--- config.mk ---
export PLATFORM = sky130hd
export DESIGN_NAME = i2c_req_arbiter
export DESIGN_NICKNAME = d
export VERILOG_FILES = /design/src/rtl/i2c_req_arbiter.sv
export SDC_FILE = /design/constraint.sdc
export NUM_CORES = 1
export LEC_CHECK = 0
export CORE_AREA = 2 2 104 106
export CTS_CLUSTER_SIZE = 40
export DETAILED_ROUTE_END_ITERATION = 8
export DIE_AREA = 0 0 106 108
export PLACE_DENSITY = 0.82
export SYNTH_ARGS = -nofsm -noshare
export SYNTH_HDL_FRONTEND = slang
export SYNTH_SLANG_ARGS = --single-unit
--- constraint.sdc ---
create_clock -name axi_aclk -period 2.8 [get_ports axi_aclk]
set_clock_uncertainty 0.1 [all_clocks]
set_input_delay 0.42 -clock axi_aclk [delete_from_list [all_inputs] [get_ports axi_aclk]]
set_output_delay 0.42 -clock axi_aclk [all_outputs]
set_load 0.05 [all_outputs]
--- src/rtl/i2c_req_arbiter.sv ---
// Round-robin arbiter sharing one I2C byte engine between NREQ requesters.
// Expands each granted register access into START/WRITE/READ_NACK/STOP commands.
module i2c_req_arbiter #(
    parameter int NREQ    = 4,
    parameter int TIMEOUT = 100000
) (
    input  logic                axi_aclk,
    input  logic                axi_areset,
    input  logic [NREQ-1:0]     req_valid,
    output logic [NREQ-1:0]     req_ready,
    input  logic [NREQ-1:0]     req_rw,
    input  logic [7*NREQ-1:0]   req_addr,
    input  logic [8*NREQ-1:0]   req_reg,
    input  logic [8*NREQ-1:0]   req_wdata,
    output logic [NREQ-1:0]     done_valid,
    output logic [7:0]          done_rdata,
    output logic                done_nack,
    output logic                done_timeout,
    output logic                busy,
    output logic                cmd_valid,
    input  logic                cmd_ready,
    output logic [2:0]          cmd_op,
    output logic [7:0]          cmd_wdata,
    input  logic                resp_valid,
    input  logic                resp_nack,
    input  logic [7:0]          resp_rdata
);
    // state | meaning
    // IDLE  | no owner; grant the next pending requester round-robin
    // ISSUE | present the command for the current step until the engine takes it
    // WAIT  | wait for the engine response, with timeout
    // DONE  | done pulse to the owner is visible; release the engine
    typedef enum logic [1:0] {S_IDLE, S_ISSUE, S_WAIT, S_DONE} state_t;

    localparam int IW = (NREQ > 1) ? $clog2(NREQ) : 1;
    localparam int TW = $clog2(TIMEOUT);

    localparam logic [2:0] OP_START     = 3'd0;
    localparam logic [2:0] OP_WRITE     = 3'd1;
    localparam logic [2:0] OP_READ_NACK = 3'd2;
    localparam logic [2:0] OP_STOP      = 3'd3;

    state_t          state_q;
    logic [IW-1:0]   last_q;
    logic [IW-1:0]   owner_q;
    logic            rw_q;
    logic [6:0]      addr_q;
    logic [7:0]      reg_q;
    logic [7:0]      wdata_q;
    logic [2:0]      step_q;
    logic            nack_q;
    logic [7:0]      rdata_q;
    logic [TW-1:0]   tcnt_q;

    logic [6:0] addr_a  [NREQ];
    logic [7:0] reg_a   [NREQ];
    logic [7:0] wdata_a [NREQ];

    for (genvar g = 0; g < NREQ; g++) begin : g_unpack
        assign addr_a[g]  = req_addr[7*g +: 7];
        assign reg_a[g]   = req_reg[8*g +: 8];
        assign wdata_a[g] = req_wdata[8*g +: 8];
    end

    logic            gnt_found;
    logic [IW-1:0]   gnt_idx;
    logic [IW-1:0]   cand;

    always_comb begin
        gnt_found = 1'b0;
        gnt_idx   = last_q;
        cand      = '0;
        for (int k = 1; k <= NREQ; k++) begin
            cand = IW'((int'(last_q) + k) % NREQ);
            if (!gnt_found && req_valid[cand]) begin
                gnt_found = 1'b1;
                gnt_idx   = cand;
            end
        end
    end

    // Write: START, W{a,0}, W reg, W data, STOP.
    // Read:  START, W{a,0}, W reg, START, W{a,1}, READ_NACK, STOP.
    function automatic logic [10:0] step_cmd(input logic rw, input logic [2:0] step,
                                             input logic [6:0] a, input logic [7:0] r,
                                             input logic [7:0] w);
        case (step)
            3'd0:    step_cmd = {OP_START, 8'h00};
            3'd1:    step_cmd = {OP_WRITE, a, 1'b0};
            3'd2:    step_cmd = {OP_WRITE, r};
            3'd3:    step_cmd = rw ? {OP_START, 8'h00} : {OP_WRITE, w};
            3'd4:    step_cmd = rw ? {OP_WRITE, a, 1'b1} : {OP_STOP, 8'h00};
            3'd5:    step_cmd = {OP_READ_NACK, 8'h00};
            default: step_cmd = {OP_STOP, 8'h00};
        endcase
    endfunction

    logic [2:0] stop_step;
    logic       write_nacked;
    assign stop_step    = rw_q ? 3'd6 : 3'd4;
    assign write_nacked = (cmd_op == OP_WRITE) && resp_nack;

    always_ff @(posedge axi_aclk) begin
        if (axi_areset) begin
            state_q      <= S_IDLE;
            last_q       <= IW'(NREQ - 1);
            owner_q      <= '0;
            rw_q         <= 1'b0;
            addr_q       <= '0;
            reg_q        <= '0;
            wdata_q      <= '0;
            step_q       <= '0;
            nack_q       <= 1'b0;
            rdata_q      <= '0;
            tcnt_q       <= '0;
            req_ready    <= '0;
            done_valid   <= '0;
            done_rdata   <= '0;
            done_nack    <= 1'b0;
            done_timeout <= 1'b0;
            busy         <= 1'b0;
            cmd_valid    <= 1'b0;
            cmd_op       <= '0;
            cmd_wdata    <= '0;
        end else begin
            req_ready  <= '0;
            done_valid <= '0;
            unique case (state_q)
                S_IDLE: begin
                    if (gnt_found) begin
                        req_ready <= NREQ'(1) << gnt_idx;
                        owner_q   <= gnt_idx;
                        last_q    <= gnt_idx;
                        rw_q      <= req_rw[gnt_idx];
                        addr_q    <= addr_a[gnt_idx];
                        reg_q     <= reg_a[gnt_idx];
                        wdata_q   <= wdata_a[gnt_idx];
                        step_q    <= '0;
                        nack_q    <= 1'b0;
                        rdata_q   <= '0;
                        busy      <= 1'b1;
                        state_q   <= S_ISSUE;
                    end
                end
                S_ISSUE: begin
                    if (!cmd_valid) begin
                        cmd_valid            <= 1'b1;
                        {cmd_op, cmd_wdata}  <= step_cmd(rw_q, step_q, addr_q, reg_q, wdata_q);
                    end else if (cmd_ready) begin
                        cmd_valid <= 1'b0;
                        tcnt_q    <= '0;
                        state_q   <= S_WAIT;
                    end
                end
                S_WAIT: begin
                    if (resp_valid) begin
                        if (cmd_op == OP_READ_NACK)
                            rdata_q <= resp_rdata;
                        if (step_q == stop_step) begin
                            done_valid   <= NREQ'(1) << owner_q;
                            done_rdata   <= rdata_q;
                            done_nack    <= nack_q;
                            done_timeout <= 1'b0;
                            state_q      <= S_DONE;
                        end else begin
                            // a NACKed byte skips straight to STOP
                            step_q  <= write_nacked ? stop_step : step_q + 3'd1;
                            nack_q  <= nack_q | write_nacked;
                            state_q <= S_ISSUE;
                        end
                    end else if (tcnt_q == TW'(TIMEOUT - 1)) begin
                        done_valid   <= NREQ'(1) << owner_q;
                        done_rdata   <= rdata_q;
                        done_nack    <= nack_q;
                        done_timeout <= 1'b1;
                        state_q      <= S_DONE;
                    end else begin
                        tcnt_q <= tcnt_q + TW'(1);
                    end
                end
                S_DONE: begin
                    busy    <= 1'b0;
                    state_q <= S_IDLE;
                end
                default: state_q <= S_IDLE;
            endcase
        end
    end

endmodule
Word level (Yosys, flattened, before mapping)
Index checks and enable logic that the tools add are counted.
{"block": "word_totals", "regBits": 90, "inputBits": 113, "out_inout_bits": 31, "elab_cells": 157}
{"block": "op_classes", "add_sub_neg": 6, "magnitude_cmp": 6, "eq_ne": 22, "n_shift": 2, "muxes": 72, "bitwise": 6, "reduce_logical": 23}
{"operator": "$mux 8", "n": 10}
{"operator": "$mux 17", "n": 4}
{"operator": "$pmux 10 s6", "n": 1}
{"operator": "$pmux 17 s2", "n": 1}
{"operator": "$bmux 8 s2", "n": 2}
{"operator": "$mux 2", "n": 11}
{"operator": "$mux 1", "n": 21}
{"operator": "$add 17x1->17 const B", "n": 1}
{"operator": "$eq 17x17->1 const B", "n": 1}
{"operator": "$ne 2x2->1 const B", "n": 8}
{"operator": "$pmux 8 s2", "n": 1}
{"operator": "$lt 2x3->1 const B", "n": 5}
{"operator": "$bmux 7 s2", "n": 1}
{"operator": "$mux 7", "n": 2}
{"operator": "$mux 3", "n": 4}
{"operator": "$mux 4", "n": 3}
{"operator": "$reduce_and 4->1", "n": 3}
{"operator": "$bmux 1 s2", "n": 5}
{"operator": "$mux 10", "n": 1}
{"operator": "$eq 3x2->1 const B", "n": 3}
{"operator": "$mux 9", "n": 1}
{"operator": "$pmux 2 s4", "n": 1}
{"operator": "$reduce_bool 2->1", "n": 4}
{"operator": "$shl 1x2->4 const A", "n": 2}
{"operator": "other kinds (25)", "n": 41}

Logic depth before layout (Yosys ltp)
{"block": "depth", "word_depth": 17, "mapped_depth": 8, "mapped_depth_nobuf": 7}

Least setup slack after synthesis
OpenSTA, ideal clock, no wires.
{"block": "synth_timing", "kind": "in2reg", "start": "in req_valid[3]", "end": "reg addr_q[0]", "arrival_time_ps": 1896, "t_required_ps": 2578, "setup_slack_ps": 682, "cell_stages": 6, "path_cell_list": "nor2b_4 o21a_1 nor3_4 buf_6 mux2_1 a221o_1"}
{"block": "synth_via", "elab_chain_cells": 16, "elab_cells_between_ends": 27, "classes_between": "mux: 19; bitwise: 1; reduce/logical: 7"}
{"item": "start: declaration", "line_no": "9", "rtl": "input logic [NREQ-1:0] req_valid,"}
{"item": "$bmux 1 s2", "line_no": "75", "rtl": "if (!gnt_found && req_valid[cand]) begin"}
{"item": "$mux 1 (not written as such)", "line_no": "75"}
{"item": "$mux 1", "line_no": "75"}
{"item": "$logic_not 1->1", "line_no": "75"}
{"item": "$logic_and 1x1->1", "line_no": "75"}
{"item": "$mux 1", "line_no": "75"}
{"item": "$logic_not 1->1", "line_no": "75"}
{"item": "$logic_and 1x1->1", "line_no": "75"}
{"item": "$mux 1", "line_no": "75"}
{"item": "$logic_not 1->1", "line_no": "75"}
{"item": "$logic_and 1x1->1", "line_no": "75"}
{"item": "$mux 2", "line_no": "75"}
{"item": "$not 2->3 (not written as such)", "line_no": "135", "rtl": "addr_q <= addr_a[gnt_idx];"}
{"item": "$bmux 7 s2", "line_no": "135"}
{"item": "$mux 7 (not written as such) (2 in a row)", "line_no": "135"}
{"item": "end signal: assignment", "line_no": "135"}
{"item": "end: declaration", "line_no": "47", "rtl": "logic [6:0] addr_q;"}
Several ways; a longest one is shown, not always the timed one. The select of a mux whose other input is x is not followed.
A chain may end at the register's enable or synchronous reset.

Final worst setup path
{"block": "layout_timing", "start": "reg tcnt_q[0]", "end": "reg done_rdata[3]"}
{"block": "layout_via", "elab_chain_cells": 3}
{"item": "start: declaration", "line_no": "53", "rtl": "logic [TW-1:0] tcnt_q;"}
{"item": "start signal: assignment", "line_no": "178", "rtl": "tcnt_q <= tcnt_q + TW'(1);"}
{"item": "$eq 17x17->1", "line_no": "171", "rtl": "end else if (tcnt_q == TW'(TIMEOUT - 1)) begin"}
{"item": "$reduce_bool 2->1 (no source line)"}
{"item": "$reduce_and 3->1 (no source line)"}
{"item": "end signal: assignment", "line_no": "161", "rtl": "done_rdata <= rdata_q;"}
{"item": "end signal: assignment", "line_no": "173", "rtl": "done_rdata <= rdata_q;"}
{"item": "end: declaration", "line_no": "16", "rtl": "output logic [7:0] done_rdata,"}
Every way passes these cells.

==> qor.txt <==
Layout overhead on the synthesized area: 35.95%
Post-synth top area share: 37.83%
Top_reg_cell synth: dfxtp_1
Slew Limit Fails: 0
Placeable Area: 0.01023 mm^2
First-pass DRT Iterations: 6
TNS Setup: 0 ps
Setup crit start kind: register
Die Wd: 106 um
Count of unique library cells instantiated by Yosys: 68
Yosys reg bits: 89
Num CTS Buffers: 9
Hold WC Path Type: register to register
H-tree lvl count: 3
Clk root buf: clkbuf_8
Die height: 108 um
Syn Area/Cell: 9.326 um^2
CP Max Fanout: 14
Worst path required time: 2920 ps
Clk buf depth: 2
Dominant cells by area after synthesis: dfxtp_1 38%, nor2_1 4.5%, a221o_1 4.3%
Worst slew pin tran: 880.6 ps
Hold_ws: 401.3 ps
Initial antenna violation count: 0
Ports: 144
VDD IR max: 224.3 uV
Global router's overall resource usage: 22.77%
DPL Wire Length: 9953 um
# port buffers: 142
Max Cap Viol: 0
CTS tree: done
Die area: 0.01145 mm^2
Synthesized area: 0.004710 mm^2
Initial core utilization: 46.03%
Hold Vio Cnt, Final: 0
Fin crit period: 2505 ps
Final wirelength: 12940 um
Post-synth ARST share: 0%
Setup Crit Path Kind: register to register
Leakage: 0.002407 uW
Vias per cell: 5.749
Largest area contributor in the synthesized netlist: dfxtp_1
Post-synth EDFFs: 0
Total grt overflow: 0
Final setup violation count: 0
Tcrit/Tclk final: 89.46%
DRC: 0
Avg WL per Cell: 16.76 um
RSZ-0062 raised after global routing: false
First-pass GRT wire length: 21000 um
Vias in the first global route: 4417
Cells after synthesis: 505
Reg clk slew, reported paths: 80 ps
Share of post-route cells with drive strength above 1: 8.648%
DR iter-0 viols: 279
Largest net degree at the start of global routing: 51
Total vias in the final route: 4438
Post-route ant nets: 0
CP endpoint kind: register
Most common cell after layout, fill and taps aside: clkdlybuf4s50_1
ANT cells: 0
Post-CTS Hold Fix Bufs: 0
Peak Freq: 399.2 MHz
Syn nets: 624
Rows: 37
Highest-count cells in the layout ignoring fill and taps: 141 x clkdlybuf4s50_1, 89 x dfxtp_1, 56 x nor2_1
Synth Warn #: 0
GP Congestion: 0.9861
P per Cell Area: 457.5 mW/mm^2
CP arrival: 2630 ps
NumNets Final: 750
Outcome: finished, final reports clean
Clk sinks: 89
# resized after CTS: 0
Sequential fraction of the synthesis area: 37.83%
Skew-Pair Late Insertion Delay: 350 ps
Max-slew headroom: 41.29%
Post-CTS Setup Bufs: 0
==> cells by family (layout without fill, tap and decap cells) <==
| kind of cell | Yosys count | in the layout | synth area share, % |
|---|---|---|---|
| XOR/XNOR | 15 | 15 | 2.790 |
| buffers and inverters | 46 | 177 | 4.650 |
| flip-flops | 89 | 89 | 37.83 |
| multiplexers | 38 | 38 | 8.634 |
| other | 1 | 1 | 0.07963 |
| adder cells (fa/ha/maj) | 6 | 6 | 1.594 |
| AND/OR/NAND/NOR | 183 | 183 | 22.34 |
| AO/OA/AOI/OAI | 127 | 127 | 22.08 |
==> synth_stat cells, types with 3 or more instances <==
cell type and instances:
ha_1 6, nor2b_1 6, nand4_1 22, a21boi_1 17, nand3_1 7, and2_1 11, inv_1 7, xor2_1 7
and3_1 11, or3b_1 3, nand2_1 13, o31ai_1 21, o21ai_0 5, mux2_2 7, o32ai_1 4, a211oi_1 8
clkbuf_1 21, a21o_1 3, xnor2_1 8, a21oi_2 3, a2bb2oi_1 7, o211ai_1 3, a222oi_1 7, nor3b_1 5
a221o_1 20, mux2_1 14, a21oi_1 12, nor3_1 11, and4_1 4, mux2i_1 17, o2111ai_1 4, nand2b_1 10
buf_2 10, nor2_1 56, buf_4 5, a21boi_0 3, dfxtp_1 89
==> per-stage QoR <==
stage | cells | cell area (um^2) | util, % | total power (uW) | worst slack (ps)
finish | 772 | 6402 | 62.58 | 2929 | 295.0
CTS | 772 | 6402 | 62.58 | 2941 | 309.3
global placement | 756 | 6231 | 60.90 | 2163 | 138.7
detailed placement | 756 | 6231 | 60.90 | 2182 | 106.1
floorplan | 505 | 4710 | - | 1874 | 682.1
global route | 772 | 6402 | 62.58 | 3061 | 73.70
==> area by class of cell <==
class,instances,area (um^2)
Clock inverter,7,47.55
Clock buffer,9,123.9
Multi-Input combinational cell,370,2709
Sequential cell,89,1782
Timing Repair Buffer,154,1544
Inverter,7,26.28
Tap cell,136,170.2
Fill cell,847,3829
==> sequential cells by signal, indices dropped and copies added (netlist names), 2 cells and up <==
register    cells
addr_q          7
last_q          2
wdata_q         8
rdata_q         8
cmd_op          2
state_q         2
done_rdata      8
owner_q         2
cmd_wdata       8
done_valid      4
req_ready       4
step_q          3
reg_q           8
tcnt_q         17
==> metal layers <==
layer / share of wire (%) / global-route usage (%) / up-vias
met1: 43 / 27.52 / 2075
li1: - / - / 2155
met2: 49 / 41.11 / 189
met5: 0 / 0 / -
met4: 1.8 / 7.613 / 0
met3: 6.2 / 3.918 / 19
==> critical path, stage by stage (launching register included) <==
cell     delay, ps
dfxtp_1        340
ha_1           230
and4_1         300
and4_1         340
a21oi_2        740
mux2i_1        280
nor2_1          60
==> report_power, final <==
group	switching, uW	leakage (uW)	total, uW	internal, uW
sequential	77.8	0.000724	1430	1350
clock	449	0.0000733	767	318
combinational	350	0.00161	736	386
==> path summary, 6_finish.rpt <==
check        startpoint       endpoint  slack, ps  cells past startpoint
max           tcnt_q[0]  done_rdata[3]        300                      6
min          wdata_q[0]     wdata_q[0]        400                      1
max reg2reg   tcnt_q[0]  done_rdata[3]        300                      6
min reg2reg  wdata_q[0]     wdata_q[0]        400                      1
Power figures use the tool's default switching activity.
